<file path="config.mk">
export PLATFORM = sky130hd
export DESIGN_NAME = fetch_stage
export DESIGN_NICKNAME = d
export VERILOG_FILES = /design/src/rtl/fetch_stage.sv
export SDC_FILE = /design/constraint.sdc
export NUM_CORES = 1
export LEC_CHECK = 0
export BUFFER_PORTS_ARGS = -buffer_cell sky130_fd_sc_hd__buf_2
export CAP_MARGIN = 15
export CORE_UTILIZATION = 48
export CTS_CLUSTER_DIAMETER = 30
export CTS_CLUSTER_SIZE = 24
export DETAILED_ROUTE_END_ITERATION = 7
export PLACE_DENSITY = 0.86
export SLEW_MARGIN = 20
export SYNTH_ARGS = -nofsm -noshare
export SYNTH_HDL_FRONTEND = slang
export SYNTH_SLANG_ARGS = --single-unit
</file>
<file path="constraint.sdc">
create_clock -name clk -period 3.1 [get_ports clk]
set_input_delay 0.31 -clock clk [delete_from_list [all_inputs] [get_ports clk]]
set_output_delay 0.31 -clock clk [all_outputs]
set_load 0.02 [all_outputs]
</file>
<file path="src/rtl/fetch_stage.sv">
// Instruction-fetch stage with its IF/ID pipeline register.
// The PC is redirected by branches and jumps resolved in ID, and those redirects flush IF/ID.
module fetch_stage #(
  parameter logic [31:0] PC_RESET = 32'h0000_0000,
  parameter logic [31:0] NOP_WORD = 32'h0000_0000
) (
  input  logic        clk,
  input  logic        reset,
  input  logic        stall,
  input  logic        branch_taken,
  input  logic        jump,
  input  logic [31:0] imm_ext,
  input  logic [25:0] jump_index,
  input  logic [31:0] imem_data,
  output logic [31:0] imem_addr,
  output logic [15:0] immediate,
  output logic [31:0] if_id_instr,
  output logic [31:0] if_id_pc4,
  output logic        if_id_valid,
  output logic [15:0] flush_count
);

  logic [31:0] pc;
  logic [31:0] pc_plus4;
  logic [31:0] branch_target;
  logic [31:0] jump_target;
  logic [31:0] redirect_target;
  logic        redirect;

  assign imem_addr = pc;
  assign immediate = if_id_instr[15:0];
  assign pc_plus4  = pc + 32'd4;

  // A redirect from a bubble in ID is stale, so it only counts when IF/ID is valid.
  // When branch_taken and jump arrive together, the branch target is the one taken.
  always_comb begin
    branch_target   = if_id_pc4 + (imm_ext << 2);
    jump_target     = {if_id_pc4[31:28], jump_index, 2'b00};
    redirect        = if_id_valid & (branch_taken | jump);
    redirect_target = branch_taken ? branch_target : jump_target;
  end

  // NOTE: sequential state uses non-blocking assignments so every register samples pre-edge values.
  always_ff @(posedge clk or posedge reset) begin
    if (reset) begin
      pc          <= PC_RESET;
      if_id_instr <= NOP_WORD;
      if_id_pc4   <= 32'd0;
      if_id_valid <= 1'b0;
      flush_count <= 16'd0;
    end else if (redirect) begin
      pc          <= redirect_target;
      if_id_instr <= NOP_WORD;
      if_id_pc4   <= 32'd0;
      if_id_valid <= 1'b0;
      if (flush_count != 16'hFFFF) flush_count <= flush_count + 16'd1;
    end else if (!stall) begin
      pc          <= pc_plus4;
      if_id_instr <= imem_data;
      if_id_pc4   <= pc_plus4;
      if_id_valid <= 1'b1;
    end
  end

endmodule

</file>
# Yosys cells after proc, flatten, opt, wreduce, memory -nomap -nowiden
# Index checks and enable logic that the tools add are counted.
# Widths: inputs -> output; s select.
classes:
  n_eq_ne: 2
  reduce_logical: 1
  muxes: 8
  add_sub_neg: 3
  n_bitwise: 2
op_table:
  columns: ["cell", "count"]
  rows:
  - ["$mux 32", 6]
  - ["$add 32x3->32 const B", 1]
  - ["$add 32x32->32", 1]
  - ["$add 16x1->16 const B", 1]
  - ["$ne 16x16->1 const B", 1]
  - ["$mux 1", 2]
  - ["$ne 2x1->1 const B", 1]
  - ["$reduce_and 2->1", 1]
  - ["$and 1x1->1", 1]
  - ["$or 1x1->1", 1]
totals:
  ff_bits: 113
  out_inout_bits: 129

# Logic depth before layout (Yosys ltp)
logic_depth:
  word_depth: 3
  ltp_mapped: 10

# Worst setup path before layout
# OpenSTA, ideal clock, no wires.
synth_path:
  kind: "reg2reg"
  startpoint: "register if_id_pc4[2]"
  endpoint: "register pc[26] (netlist: imem_addr[26])"
  t_arrival_ns: 2.698
  period_less_slack_ns: 2.827
  n_path_buf: 0
  path_stages_with_launch: 11
  path_slack_ns: 0.273
  t_required_ns: 2.970
  setup_ns: 0.130
  cell_sequence: "dfrtp_1 > ha_1 > fa_1 > a21o_1 > a221oi_1 > o21ai_0 > nand2_1 > o21ai_0 > a21boi_0 > nor4b_1 > nor3_1"
synth_between:
  elab_chain_cells: 3
synth_lines:
  columns: ["item", "line", "source"]
  rows:
  - ["start, declared", "18", "output logic [31:0] if_id_pc4,"]
  - ["start signal, assigned", "60", "if_id_pc4 <= pc_plus4;"]
  - ["$add 32x32->32", "37", "branch_target = if_id_pc4 + (imm_ext << 2);"]
  - ["$mux 32", "40", "redirect_target = branch_taken ? branch_target : jump_target;"]
  - ["$mux 32", "51", "end else if (redirect) begin"]
  - ["end signal, assigned", "52", "pc <= redirect_target;"]
  - ["end signal, assigned", "58", "pc <= pc_plus4;"]
  - ["end, declared", "23", "logic [31:0] pc;"]
# No other way between the ends.
# A chain may end at the register's enable or synchronous reset.

# Worst setup path after layout
layout_path:
  startpoint: "register if_id_pc4[2]"
  endpoint: "register pc[16] (netlist: imem_addr[16])"
# The elaborated chain is that of the path after synthesis.

==> impl_summary.md <==
Die
In this run the vertical extent of the chip is 127 um. In this run the horizontal extent of the chip is 127 um. The die footprint is 16000 um^2. The placeable core region is 15100 um^2. Once the floorplan was initialized, standard cells occupied 49.1% of the core. The number of ports placed on the die boundary is 224. After floorplanning, the core was divided into 45 placement rows.

Setup path
The critical path goes through ha_1 > fa_2 > a21o_1 > a221oi_2 > buf_4 > buf_4 > o21ai_0 > a221o_1 > xnor2_1 > nor2_1 > a2111oi_1 > nor3_1. The required time of the critical path is 3.40 ns. The standard cell with the maximum stage delay on the critical path is sky130_fd_sc_hd__dfrtp_1.

In this design, the critical path's most frequently occurring cell is sky130_fd_sc_hd__buf_4. The peak per-stage delay on the critical path is 0.40 ns. The endpoint class of the critical path is a register. The data arrival time at the worst-slack endpoint is 3.26 ns. The worst setup path is launched from a register. The biggest fanout along the worst timing path is 3. The worst setup path is of the register to register kind.

Detailed routing
The routed layout has 7565 vias. The post-detailed-route DRC marker count is 0. For this block, the initial DRC count from the detailed router was 807.

The routed wire length is 23100 um. The average wire per standard cell is 18.2 um. The remaining number of nets flagged by the antenna check after routing is 0.

In the routed layout, each cell is associated on average with a via count of 5.96. The first TritonRoute pass finished after 6 iterations.

Finish
In the final layout, the multi-input gates occupy 4270 um^2. The final-layout fill cell count is 1271. Leaving out fill and tap cells, the most frequent cell in the layout is sky130_fd_sc_hd__buf_2. The share of cells above drive strength 1 is 27.8%. In the layout the commonest cells are sky130_fd_sc_hd__buf_2 (220), sky130_fd_sc_hd__nor2_1 (129), sky130_fd_sc_hd__dfrtp_1 (113).

The number of antenna diodes in the final layout is 0. Across the whole layout, storage elements account for 2830 um^2. The layout-stage area growth over the synthesis result is 25.1%. The final layout contains 1195 nets.

Excluding fillers, the count of instances in the completed layout stands at 1269.

STA
The transition time at the pin with the least slew margin is 0.859 ns. The worst clock skew on the final layout is 0.0117 ns. The share of the clock period used by the worst path after layout is 95.3%. The smallest clock period supported by the final layout is computed as 2.95 ns. Setup repair after global routing left no endpoint under its margin. The final number of max-transition violations came to 0. The peak clock frequency supported by timing is 339 MHz. The count of endpoints failing setup in the final report is 0. The count of final hold-check violations came to 0.

In this run the tightest slew margin relative to its limit is 42.7%. Across all setup checks in the final design, the least slack found is 0.147 ns.

Clocking
The maximum clock path buffer count is 2. TritonCTS built the clock tree. The clock latency on the worst-skew pair is 0.44 ns. The H-tree was split into 4 levels. The TritonCTS sink count is 113. The cell at the root of the clock tree is sky130_fd_sc_hd__clkbuf_16.

The number of buffers added by the clock tree synthesis step is 17. The clock transition at the registers of the reported paths is 0.06 ns. The quantity of hold-fixing buffers added after cts is 0.

Placement
The wire-length estimate of the detail-placed layout is 16400 um. The number of buffer cells added on primary ports is 221. The pre-CTS setup slack is -0.0200 ns. After detailed placement, the design holds a cell count of 1237. Routability-driven placement finished with a final weighted congestion of 0.961.

Synth
After synthesis, the mean cell area works out to 8.62 um^2. In the synthesized netlist, the number of instances is 863. In the synthesized netlist the dominant register cell turns out to be sky130_fd_sc_hd__dfrtp_1. The synthesized netlist devotes 16.7% of its cell area to compound gates. The synthesized netlist devotes 9.18% of its cell area to XOR and XNOR gates. For this run, asynchronously set or reset flops after synthesis account for 100%. The number of nets in the synthesized netlist is 990. In the synthesized netlist, mux cells make up 5.40% of the area. Of the total synthesized cell area, the portion taken by AND, OR, NAND and NOR gates is 20.5%. The number of enable-type register cells in the synthesized netlist is 0. The synthesis-stage register bit count is 113. Sequential cells were found to cover 38.0% of the synthesized design area. Yosys printed 0 warnings. Counting distinct cell types in the post-synthesis netlist gives 65. The adder and majority gate portion of the synthesized area is 5.48%. The main combinational cell family by area after synthesis is simple AND/OR/NAND/NOR gates. The mapped cell area is 7440 um^2.

Power and ir drop
The portion of total power attributed to sequential cells is 30.1%. The switching power summed over all nets is 0.00354 W. The switching share of power is 44.6%. The power share of the clock group is 25.0%. The static leakage is 4.70 nW.

The combinational power share is 44.8%. The cell internal power dissipation is 0.00439 W. The power density normalized to cell area is 851 nW/um^2. The highest ir drop seen on vdd is 0.471 mV.

Global routing
Global routing consumed, on the met2 layer, 47.4% of the routing resources. The via count of the first global-routing pass is 7343. Global routing consumed, on the met1 layer, 37.8% of the routing resources.

For met3 alone, demand over resource in global routing was 7.30%. In this run the most used layer during global routing was met2. The largest net degree at the start of global routing is 99. The first global-routing pass estimated 37100 um of wire. Global routing used 29.7% of the available tracks across all layers.

The number of antenna violations at the first check in global routing came to 0. The sum of overflow across all layers after global routing is 0.

Run
Max-cap violations in this run came to 0.

Run status
The flow ran to the end, and the final reports show no timing, DRC or antenna violations.

Min path
The worst hold path belongs to the class input port to async pin.
[sequential cells by signal, indices dropped and copies added, names as in the netlist]
name         count
flush_count     16
if_id_instr     32
if_id_pc4       32
if_id_valid      1
imem_addr       32
[area by class of cell]
cell class                 instances  area share [%]
tap                              188            2.53
timing repair buffer             251            14.5
clock buffer                      17            4.57
inverter                          11           0.484
sequential                       113            30.4
clock inverter                    15            1.73
multi-input combinational        674            45.9
[per-stage QoR]
stage | util [%] | TNS [ns] | hold WS (ns) | cell area (um^2) | power (W)
after CTS | 61.4 | 0 | 0.0889 | 9300 | 0.00788
after detailed placement | 57.5 | -0.0280 | 0.485 | 8710 | 0.00587
after global routing | 61.5 | 0 | 0.122 | 9310 | 0.00838
final | 61.5 | 0 | 0.0667 | 9310 | 0.00793
after global placement | 57.5 | 0 | 0.470 | 8710 | 0.00576
after floorplan | - | 0 | 0.457 | 7440 | 0.00475
[power by group through the flow]
stage / clock network [W] / logic (W) / registers [W]
finish: 0.00199 / 0.00356 / 0.00239
global route: 0.00206 / 0.00388 / 0.00245
CTS: 0.00199 / 0.00351 / 0.00238
detailed placement: 0 / 0.00348 / 0.00239
global placement: 0 / 0.00339 / 0.00237
floorplan: 0 / 0.00197 / 0.00278
[path summary, 6_finish.rpt]
kind	start	endpoint	slack, ns	depth (start not counted)
max	if_id_pc4[2]	imem_addr[16]	0.15	12
min	reset	imem_addr[0]	0.07	3
max reg2reg	if_id_pc4[2]	imem_addr[16]	0.15	12
min reg2reg	flush_count[11]	flush_count[11]	0.49	1
max in group asynchronous	reset	if_id_pc4[16]	2.36	3
min in group clk	imem_data[17]	if_id_instr[17]	0.11	3
[kinds of logic (layout without fill, tap and decap cells)]
| family | after synthesis | count (layout) |
|---|---|---|
| fa+ha+maj | 32 | 32 |
| xor+xnor | 78 | 78 |
| flops | 113 | 113 |
| simple gates | 331 | 331 |
| buf+inv | 76 | 294 |
| mux | 40 | 40 |
| compound gates | 193 | 193 |
[per-layer routing]
metal	part of all wire, %	vias up
li1	-	3457
met1	40	3587
met2	47	443
met3	9.4	78
met4	3.3	0
met5	0	-
[cell usage after synthesis, drive strengths merged, types with 3 or more instances]
cell | count | area share, %
nand2b | 5 | 0.42
ha | 31 | 5.2
a221oi | 6 | 0.71
nor4 | 6 | 0.71
o21a | 3 | 0.30
and2 | 5 | 0.42
nand2 | 88 | 4.4
and4 | 6 | 0.71
o22ai | 8 | 0.67
nor2b | 4 | 0.34
o211ai | 3 | 0.30
nor3 | 21 | 1.4
buf | 30 | 2.4
or3 | 5 | 0.42
or2 | 4 | 0.34
o21ai | 34 | 2.3
o221ai | 6 | 0.71
inv | 11 | 0.55
nor2 | 130 | 6.6
nand4 | 15 | 1.4
o21bai | 3 | 0.30
o211a | 4 | 0.54
a31o | 3 | 0.35
dfrtp | 113 | 38
nand3 | 25 | 1.7
a31oi | 7 | 0.59
xor2 | 26 | 3.1
a21oi | 68 | 4.6
mux2i | 39 | 5.2
and3 | 11 | 0.92
a211oi | 12 | 1.2
xnor2 | 52 | 6.1
a2bb2oi | 3 | 0.44
clkbuf | 35 | 1.8
a21o | 12 | 1.2
[critical path: cells and delay by family, from the launching register on]
family / cells / cell delay [ns]
AO/OA/AOI/OAI: 5 / 1.23
flip-flops: 1 / 0.40
XOR/XNOR: 1 / 0.15
AND/OR/NAND/NOR: 2 / 0.17
adder cells (fa/ha/maj): 2 / 0.61
buffers and inverters: 2 / 0.27
[repair_timing]
item                                    in CTS  in global routing
endpoints found under the setup margin       2                  7
gates resized for setup                      1                  4
pin swaps                                    0                  1
buffers inserted                             0                  0
No activity file was read; power rests on OpenSTA's default activity.
